### src/rtl/vend_pkg.sv
// Shared types and helpers for the multi-item vending controller.
package vend_pkg;

  typedef enum logic [1:0] {
    IDLE    = 2'd0,
    COLLECT = 2'd1,
    CHANGE  = 2'd2
  } vend_state_t;

  localparam int PRICE_VEC_MAX = 256;

  // Item 0 sits in the least significant CW bits.
  localparam logic [31:0] DEF_PRICES = {8'd20, 8'd15, 8'd10, 8'd5};

  // Price of item idx from a packed price vector with cw-bit fields (cw < 32).
  function automatic logic [31:0] price_of(input logic [PRICE_VEC_MAX-1:0] prices,
                                           input int unsigned idx,
                                           input int unsigned cw);
    logic [PRICE_VEC_MAX-1:0] sh;
    sh = prices >> (idx * cw);
    return sh[31:0] & ((32'd1 << cw) - 32'd1);
  endfunction

endpackage

### src/rtl/vend_if.sv
// Coin-acceptor / dispenser handshake bundle for vend_ctrl_multi.
interface vend_if #(
  parameter int N_ITEMS = 4,
  parameter int CW      = 8,
  parameter int COIN_W  = 6
);
  localparam int IW = $clog2(N_ITEMS);

  logic              sel_valid;
  logic [IW-1:0]     sel_item;
  logic              coin_valid;
  logic [COIN_W-1:0] coin_amt;
  logic              cancel;
  logic              busy;
  logic [CW-1:0]     credit;
  logic              drink_valid;
  logic [IW-1:0]     drink_id;
  logic              change_pulse;
  logic              change_done;
  logic              coin_rej;

  modport master (
    output sel_valid, sel_item, coin_valid, coin_amt, cancel,
    input  busy, credit, drink_valid, drink_id, change_pulse, change_done, coin_rej
  );

  modport slave (
    input  sel_valid, sel_item, coin_valid, coin_amt, cancel,
    output busy, credit, drink_valid, drink_id, change_pulse, change_done, coin_rej
  );
endinterface

### src/rtl/vend_change_ser.sv
// One step of the change train: pay out one CHG_UNIT, or finish and drop the residue.
// Shared by the purchase and refund paths, which both drain credit through CHANGE.
module vend_change_ser #(
  parameter int CW       = 8,
  parameter int CHG_UNIT = 5
) (
  input  logic [CW-1:0] credit,
  output logic [CW-1:0] credit_nxt,
  output logic          pulse,
  output logic          done
);
  localparam logic [CW-1:0] UNIT = CW'(CHG_UNIT);

  // NOTE: every combinational output gets a default first so no latch is inferred.
  always_comb begin
    credit_nxt = '0;
    pulse      = 1'b0;
    done       = 1'b0;
    if (credit >= UNIT) begin
      pulse      = 1'b1;
      credit_nxt = credit - UNIT;
    end else begin
      done = 1'b1;
    end
  end
endmodule

### src/rtl/vend_ctrl_multi.sv
// Multi-item vending controller: select, collect coins, dispense, then serial change.
// Cancel and inactivity timeout both fall through to the change path as a refund.
module vend_ctrl_multi
  import vend_pkg::*;
#(
  parameter int                    N_ITEMS  = 4,
  parameter int                    CW       = 8,
  parameter int                    COIN_W   = 6,
  parameter logic [N_ITEMS*CW-1:0] PRICES   = DEF_PRICES,
  parameter int                    CHG_UNIT = 5,
  parameter int                    TIMEOUT  = 16
) (
  input logic   clk,
  input logic   rst_n,
  vend_if.slave bus
);
  localparam int IW = $clog2(N_ITEMS);
  localparam int TW = (TIMEOUT > 1) ? $clog2(TIMEOUT) : 1;

  vend_state_t   state_q, state_d;
  logic [IW-1:0] item_q, item_d;
  logic [CW-1:0] credit_q, credit_d;
  logic [TW-1:0] tmo_q, tmo_d;
  logic [IW-1:0] drink_id_q, drink_id_d;
  logic          drink_valid_q, drink_valid_d;
  logic          change_pulse_q, change_pulse_d;
  logic          change_done_q, change_done_d;
  logic          coin_rej_q, coin_rej_d;

  logic [CW:0]   sum;
  logic [CW-1:0] price;
  logic [CW-1:0] ser_credit;
  logic          ser_pulse;
  logic          ser_done;
  logic          tmo_hit;

  assign sum     = {1'b0, credit_q} + (CW+1)'(bus.coin_amt);
  assign price   = CW'(price_of(PRICE_VEC_MAX'(PRICES), 32'(item_q), CW));
  assign tmo_hit = (TIMEOUT != 0) && (tmo_q == TW'(TIMEOUT - 1));

  vend_change_ser #(.CW(CW), .CHG_UNIT(CHG_UNIT)) u_change_ser (
    .credit     (credit_q),
    .credit_nxt (ser_credit),
    .pulse      (ser_pulse),
    .done       (ser_done)
  );

  always_comb begin
    state_d        = state_q;
    item_d         = item_q;
    credit_d       = credit_q;
    tmo_d          = tmo_q;
    drink_id_d     = drink_id_q;
    drink_valid_d  = 1'b0;
    change_pulse_d = 1'b0;
    change_done_d  = 1'b0;
    coin_rej_d     = 1'b0;
    unique case (state_q)
      IDLE: begin
        tmo_d      = '0;
        coin_rej_d = bus.coin_valid;
        if (bus.sel_valid) begin
          item_d   = (32'(bus.sel_item) >= N_ITEMS) ? IW'(N_ITEMS - 1) : bus.sel_item;
          credit_d = '0;
          state_d  = COLLECT;
        end
      end
      COLLECT: begin
        if (bus.cancel || tmo_hit) begin
          coin_rej_d = bus.coin_valid;
          tmo_d      = '0;
          state_d    = CHANGE;
        end else if (bus.coin_valid && !sum[CW]) begin
          tmo_d = '0;
          if (sum[CW-1:0] >= price) begin
            drink_valid_d = 1'b1;
            drink_id_d    = item_q;
            credit_d      = sum[CW-1:0] - price;
            state_d       = CHANGE;
          end else begin
            credit_d = sum[CW-1:0];
          end
        end else begin
          // Overflowing coins are refused and count as an idle cycle.
          coin_rej_d = bus.coin_valid;
          if (TIMEOUT != 0) tmo_d = tmo_q + 1'b1;
        end
      end
      CHANGE: begin
        coin_rej_d     = bus.coin_valid;
        credit_d       = ser_credit;
        change_pulse_d = ser_pulse;
        change_done_d  = ser_done;
        if (ser_done) state_d = IDLE;
      end
      default: state_d = IDLE;
    endcase
  end

  // NOTE: sequential state uses non-blocking assignments only.
  always_ff @(posedge clk or negedge rst_n) begin
    if (!rst_n) begin
      state_q        <= IDLE;
      item_q         <= '0;
      credit_q       <= '0;
      tmo_q          <= '0;
      drink_id_q     <= '0;
      drink_valid_q  <= 1'b0;
      change_pulse_q <= 1'b0;
      change_done_q  <= 1'b0;
      coin_rej_q     <= 1'b0;
    end else begin
      state_q        <= state_d;
      item_q         <= item_d;
      credit_q       <= credit_d;
      tmo_q          <= tmo_d;
      drink_id_q     <= drink_id_d;
      drink_valid_q  <= drink_valid_d;
      change_pulse_q <= change_pulse_d;
      change_done_q  <= change_done_d;
      coin_rej_q     <= coin_rej_d;
    end
  end

  assign bus.busy         = (state_q != IDLE);
  assign bus.credit       = credit_q;
  assign bus.drink_valid  = drink_valid_q;
  assign bus.drink_id     = drink_id_q;
  assign bus.change_pulse = change_pulse_q;
  assign bus.change_done  = change_done_q;
  assign bus.coin_rej     = coin_rej_q;
endmodule

### src/flat_wrapper.sv
// flat-port wrapper written by rule: the top's interface ports become plain ports
module vend_ctrl_multi_flat import vend_pkg::*;
#(
  parameter int                    N_ITEMS  = 4,
  parameter int                    CW       = 8,
  parameter int                    COIN_W   = 6,
  parameter logic [N_ITEMS*CW-1:0] PRICES   = DEF_PRICES,
  parameter int                    CHG_UNIT = 5,
  parameter int                    TIMEOUT  = 16
)
  (clk, rst_n, bus_sel_valid, bus_sel_item, bus_coin_valid, bus_coin_amt, bus_cancel, bus_busy, bus_credit, bus_drink_valid, bus_drink_id, bus_change_pulse, bus_change_done, bus_coin_rej);
  vend_if #(.N_ITEMS(N_ITEMS), .CW(CW), .COIN_W(COIN_W)) bus_i ();
  input logic clk;
  input logic rst_n;
  input wire logic [$bits(bus_i.sel_valid)-1:0] bus_sel_valid;
  input wire logic [$bits(bus_i.sel_item)-1:0] bus_sel_item;
  input wire logic [$bits(bus_i.coin_valid)-1:0] bus_coin_valid;
  input wire logic [$bits(bus_i.coin_amt)-1:0] bus_coin_amt;
  input wire logic [$bits(bus_i.cancel)-1:0] bus_cancel;
  output wire logic [$bits(bus_i.busy)-1:0] bus_busy;
  output wire logic [$bits(bus_i.credit)-1:0] bus_credit;
  output wire logic [$bits(bus_i.drink_valid)-1:0] bus_drink_valid;
  output wire logic [$bits(bus_i.drink_id)-1:0] bus_drink_id;
  output wire logic [$bits(bus_i.change_pulse)-1:0] bus_change_pulse;
  output wire logic [$bits(bus_i.change_done)-1:0] bus_change_done;
  output wire logic [$bits(bus_i.coin_rej)-1:0] bus_coin_rej;
  assign bus_i.sel_valid = bus_sel_valid;
  assign bus_i.sel_item = bus_sel_item;
  assign bus_i.coin_valid = bus_coin_valid;
  assign bus_i.coin_amt = bus_coin_amt;
  assign bus_i.cancel = bus_cancel;
  assign bus_busy = bus_i.busy;
  assign bus_credit = bus_i.credit;
  assign bus_drink_valid = bus_i.drink_valid;
  assign bus_drink_id = bus_i.drink_id;
  assign bus_change_pulse = bus_i.change_pulse;
  assign bus_change_done = bus_i.change_done;
  assign bus_coin_rej = bus_i.coin_rej;
  vend_ctrl_multi #(.N_ITEMS(N_ITEMS), .CW(CW), .COIN_W(COIN_W), .PRICES(PRICES), .CHG_UNIT(CHG_UNIT), .TIMEOUT(TIMEOUT)) u_core (.clk(clk), .rst_n(rst_n), .bus(bus_i));
endmodule
### config.mk
export PLATFORM = sky130hd
export DESIGN_NAME = vend_ctrl_multi_flat
export DESIGN_NICKNAME = d
export VERILOG_FILES = /design/src/rtl/vend_pkg.sv /design/src/rtl/vend_if.sv /design/src/rtl/vend_change_ser.sv /design/src/rtl/vend_ctrl_multi.sv /design/src/flat_wrapper.sv
export SDC_FILE = /design/constraint.sdc
export NUM_CORES = 1
export LEC_CHECK = 0
export ABC_AREA = 0
export BUFFER_PORTS_ARGS = -buffer_cell sky130_fd_sc_hd__buf_2
export CAP_MARGIN = 20
export CORE_MARGIN = 1.5
export CORE_UTILIZATION = 57
export CTS_CLUSTER_SIZE = 28
export DETAILED_ROUTE_END_ITERATION = 10
export HOLD_SLACK_MARGIN = 0.15
export PLACE_DENSITY_LB_ADDON = 0.12
export SETUP_SLACK_MARGIN = 0.2
export SLEW_MARGIN = 20
export SYNTH_ARGS = -nofsm -noshare
export SYNTH_HDL_FRONTEND = slang
export SYNTH_SLANG_ARGS = --single-unit
### constraint.sdc
create_clock -name clk -period 4.8 [get_ports clk]
set_input_delay 1.44 -clock clk [delete_from_list [all_inputs] [get_ports clk]]
set_output_delay 1.44 -clock clk [all_outputs]
set_load 0.02 [all_outputs]
Word level (Yosys, flattened, before mapping) --
Index checks and enable logic that the tools add are counted.
Cells by class: add/subtract/negate cells 4, magnitude comparators 2, equality and inequality tests 9, shift operators 1, mux-type cells 26, bitwise gates (word level) 1, reduce and logical (&&, ||, !) cells 12
Operator list (number):
- two-way mux 8 bit | 5
- right shift 29 x 5 -> 8 bit, first input constant | 1
- case mux 8 bit (3 select lines) | 1
- AND reduction 4 bit | 3
- two-way mux 1 bit | 10
- two-way mux 2 bit | 5
- adder 8 x 6 -> 9 bit | 1
- >= comparator 8 x 3 -> 1 bit, second input constant | 1
- >= comparator 8 bit | 1
- two-way mux 4 bit | 2
- case mux 4 bit (2 select lines) | 1
- subtractor 8 x 3 -> 8 bit, second input constant | 1
- subtractor 8 bit | 1
- inequality test 2 bit, second input constant | 3
- inequality test 3 x 1 -> 1 bit, second input constant | 2
- case mux 2 bit (3 select lines) | 1
- adder 4 x 1 -> 4 bit, second input constant | 1
- == test 4 bit, second input constant | 1
- nonzero test 2 bit | 2
- nonzero test 3 bit | 1
- == test 2 x 1 -> 1 bit, second input constant | 1
- == test 2 bit, second input constant | 1
- logical NOT 2 bit | 1
- inequality test 2 x 1 -> 1 bit, second input constant | 1
- other kinds (7) | 7
Storage, ports and cells: register bits after elaboration 22, input port bits 13, output and inout bits 15, logic and storage cells 64

Depth between registers and ports, before layout --
depth in word-level cells 6, mapped depth 14, depth with buffers taken out 13

By module --
A second synthesis with hierarchy kept.
Unflattened totals: cell total of the unflattened synthesis 220, area, all modules 2045.7 sq um
Modules (own cells, without submodules):
- vend_ctrl_multi | times used 1, cells each 189, area each 1834.3 sq um, sequential area each 550.5 sq um
- vend_change_ser | times used 1, cells each 31, area each 211.5 sq um, sequential area each 0.0 sq um

Worst setup path after synthesis --
Ideal clock, no wire load.
path type input to register, from in bus_coin_amt[0], to reg u_core.drink_id_q[0], in the netlist u_core.bus.drink_id[0], setup time 0.125 ns, arrival time 4.264 ns, required time 4.675 ns, setup slack 0.411 ns, stages on the path 12, cells stage by stage ha_1 -> inv_1 -> fa_1 -> inv_1 -> fa_1 -> a21o_1 -> a21oi_1 -> nor2b_1 -> or4_4 -> nor3_2 -> or3_1 -> mux2_2
On the way: cells in the longest elaborated chain, start to end 4, elaborated cells on any way between the ends 5, those cells by class add/sub (1); order compare (1); reduce/logical (3)
Ends and longest elaborated chain:
- start, declared | RTL line flat_wrapper.sv:18 | input wire logic [$bits(bus_i.coin_amt)-1:0] bus_coin_amt;
- adder 8 x 6 -> 9 bit * | RTL line vend_ctrl_multi.sv:37 | assign sum = {1'b0, credit_q} + (CW+1)'(bus.coin_amt);
- parallel branches: the longest is 2 deep, another holds >= comparator 8 bit
- AND reduction 4 bit (no source line) *
- end signal, assigned | RTL line vend_ctrl_multi.sv:117 | drink_id_q <= drink_id_d;
- end, declared | RTL line vend_ctrl_multi.sv:24 | logic [IW-1:0] drink_id_q, drink_id_d;
Every way passes the cells marked *. A chain may end at the register's enable or synchronous reset.

Final worst setup path --
from in bus_coin_amt[0], to reg u_core.drink_id_q[1], in the netlist u_core.bus.drink_id[1]
Same word-level chain as after synthesis.

==> results.py <==
metrics = {
    "run_status": {
        "status": "completed",
    },
    "timing": {
        "worstMarginPinSlew_ns": 0.497,
        "fmax_mhz": 232,
        "fin_setup_tns_ns": 0,
        "clock_skew_ns": 0.0102,
        "drv_slew": 0,
        "setup_viol": 0,
        "holdWs_ns": 0.526,
        "rsz0062_at_grt": "no",
        "min_period_ns": 4.31,
        "post-route-period-util_pct": 89.7,
        "timing.slew.headroom_pct": 66.6,
        "setup_ws_ns": 0.495,
        "finalHoldViolations": 0,
    },
    "routing": {
        "drt_wl_total_um": 4300,
        "vias_per_cell": 5.94,
        "avgRoutedWirePerCell_um": 15.3,
        "ant_nets": 0,
        "drtIter0Drc": 80,
        "drc": 0,
        "dr_total_vias": 1668,
        "first_pass_iters": 4,
    },
    "clocking": {
        "htreeDepth": 1,
        "cts_root_buffer": "clkbuf_4",
        "cts_tree": "built",
        "holdBufCountCts": 0,
        "cts_buffer_depth": 2,
        "numCtsBuffers": 3,
        "cts.sinks": 22,
        "cts_setup_buffers": 0,
        "clk_latency_ns": 0.32,
        "clk_pin_slew_ns": 0.12,
        "cts.repair.resized": 0,
    },
    "yosys": {
        "ys_seq_area_share_pct": 29.7,
        "async_reset_ff_share_pct": 100,
        "synth_warnings": 0,
        "syn-num-nets": 243,
        "post_synth_inst_count": 206,
        "synth.avg_cell_area_um2": 9.00,
        "syn_area_mm2": 0.00185,
        "synth_edf_count": 0,
        "ys_seq_elements": 22,
        "ys.flop_type": "dfrtp_1",
        "synthDistinctLibCells": 46,
    },
    "place": {
        "pre_cts_ws_ns": 0.177,
        "gp_congestion": 0.881,
        "port_buffers": 27,
        "place_hpwl_um": 3390,
    },
    "cells_and_area": {
        "fillCellCount": 285,
        "synthToLayoutAreaGrowth_pct": 12.6,
        "diodes": 0,
        "layout-drive-gt1-share_pct": 19.4,
        "multi_input_area_mm2": 0.00121,
        "finalNetCount": 275,
        "register_area_um2": 551,
        "final_core_util_pct": 67.8,
    },
    "die": {
        "start_util_pct": 60.2,
        "die_w_um": 60.0,
        "core_mm2": 0.00308,
        "num_rows": 20,
        "die_h_um": 60.0,
        "dieArea_mm2": 0.00360,
        "pin_count": 28,
    },
    "worst_hold_path": {
        "hp-class": "register to register",
        "whs_path_depth": 1,
    },
    "global_route": {
        "grt-ovfl-total": 0,
        "grt_max_degree": 23,
        "antenna_found_initial": 0,
        "grt_use_total_pct": 26.2,
        "grt_pass1_vias": 1613,
        "grt_pass1_wl_um": 7180,
    },
    "run": {
        "max_cap_violations": 0,
    },
    "critical_path": {
        "critPathKind": "primary input to register",
        "required_ns": 5.01,
        "crit_path_start_kind": "primary input",
        "crit_chain": "buf_2, ha_1, inv_1, fa_1, xnor2_1, ha_1, a21o_1, a21oi_1, nor2b_1, or4_4, nor3_2, or3_1, mux2_2",
        "arrival_ns": 4.51,
        "cp_common_cell": "ha_1",
        "cpMaxStageDelayCell": "or4_4",
        "worst-path-buf-inv": 2,
        "slowest_delay_ns": 0.51,
        "crit_path_end_kind": "register",
        "ff2ff_path_depth": 12,
        "critPathMaxFanout": 4,
        "path_depth": 13,
        "critPathTopFamily": "simple AND/OR/NAND/NOR gates",
    },
}
## per-stage QoR
step                area, um2  std cells
finish                   2090        281
global route             2090        281
CTS                      2090        281
detailed placement       2050        277
global placement         2050        277
floorplan                1850        206
## worst paths after layout
kind | slack, ns | startpoint | end
hold / removal | 0.53 | u_core.tmo_q[3] | u_core.tmo_q[3]
hold reg to reg | 0.53 | u_core.tmo_q[3] | u_core.tmo_q[3]
setup reg to reg | 1.15 | u_core.bus.credit[0] | u_core.bus.drink_id[1]
min in group asynchronous | 1.07 | rst_n | u_core.bus.change_done
setup / recovery | 0.49 | bus_coin_amt[0] | u_core.bus.drink_id[1]
max in group asynchronous | 3.39 | rst_n | u_core.bus.credit[2]
## synth_stat cells, types with 3 or more instances
cell type	number	area share (%)
a21o_1	7	2.8
a21oi_1	12	3.2
a31oi_1	3	1.0
dfrtp_1	22	30
ha_1	22	15
inv_1	21	4.3
mux2_2	5	3.0
mux2i_1	4	2.2
nand2_1	17	3.4
nand2b_1	3	1.0
nand3_1	5	1.4
nor2_1	10	2.0
nor2b_1	4	1.4
nor3_1	5	1.4
o21ai_0	12	3.2
o31ai_1	4	1.6
or3_1	4	1.4
xnor2_1	8	3.8
xor2_1	6	2.8
## cells in the final DEF (no fill, tap or decap), drive strengths merged, types with 3 or more instances in the layout
cell type	n
nor3	6
o21bai	3
clkbuf	4
o21ai	13
nand2	17
xnor2	8
nor2	10
mux2	5
buf	29
dfrtp	22
ha	22
a21oi	12
or3	4
a21o	7
inv	21
o31ai	4
xor2	6
nor2b	4
a31oi	4
nand2b	3
nand3	5
mux2i	4
## routing by layer
layer,GRT usage [%],wire length (um),vias up
met5,0,0,-
met4,5.40,59,0
li1,-,-,797
met2,44.9,2080,70
met1,34.1,1890,793
met3,5.41,265,8
## registers in the layout, summed over array words and instances (netlist names)
name and flops:
u_core.bus.credit 8, u_core.tmo_q 4, u_core.bus.drink_id 2, u_core.item_q 2, u_core.state_q 2, u_core.bus.change_done 1
u_core.bus.change_pulse 1, u_core.bus.coin_rej 1, u_core.bus.drink_valid 1
## cell families after synthesis
family / synth area share, %
AO/OA/AOI/OAI: 21.4
XOR/XNOR: 6.62
adder cells (fa/ha/maj): 17.0
buffers and inverters: 4.73
flip-flops: 29.7
multiplexers: 5.20
AND/OR/NAND/NOR: 15.3
## cell type report
type                       instances  area share [%]
tap                               44            2.64
sequential                        22            26.4
multi-input combinational        161            58.2
inverter                          21            3.78
clock buffer                       4            1.74
timing repair buffer              29            7.20
Power is left out: the tool's default activity adds up to more than one toggle a clock period on the data nets, which glitch-free logic cannot reach.
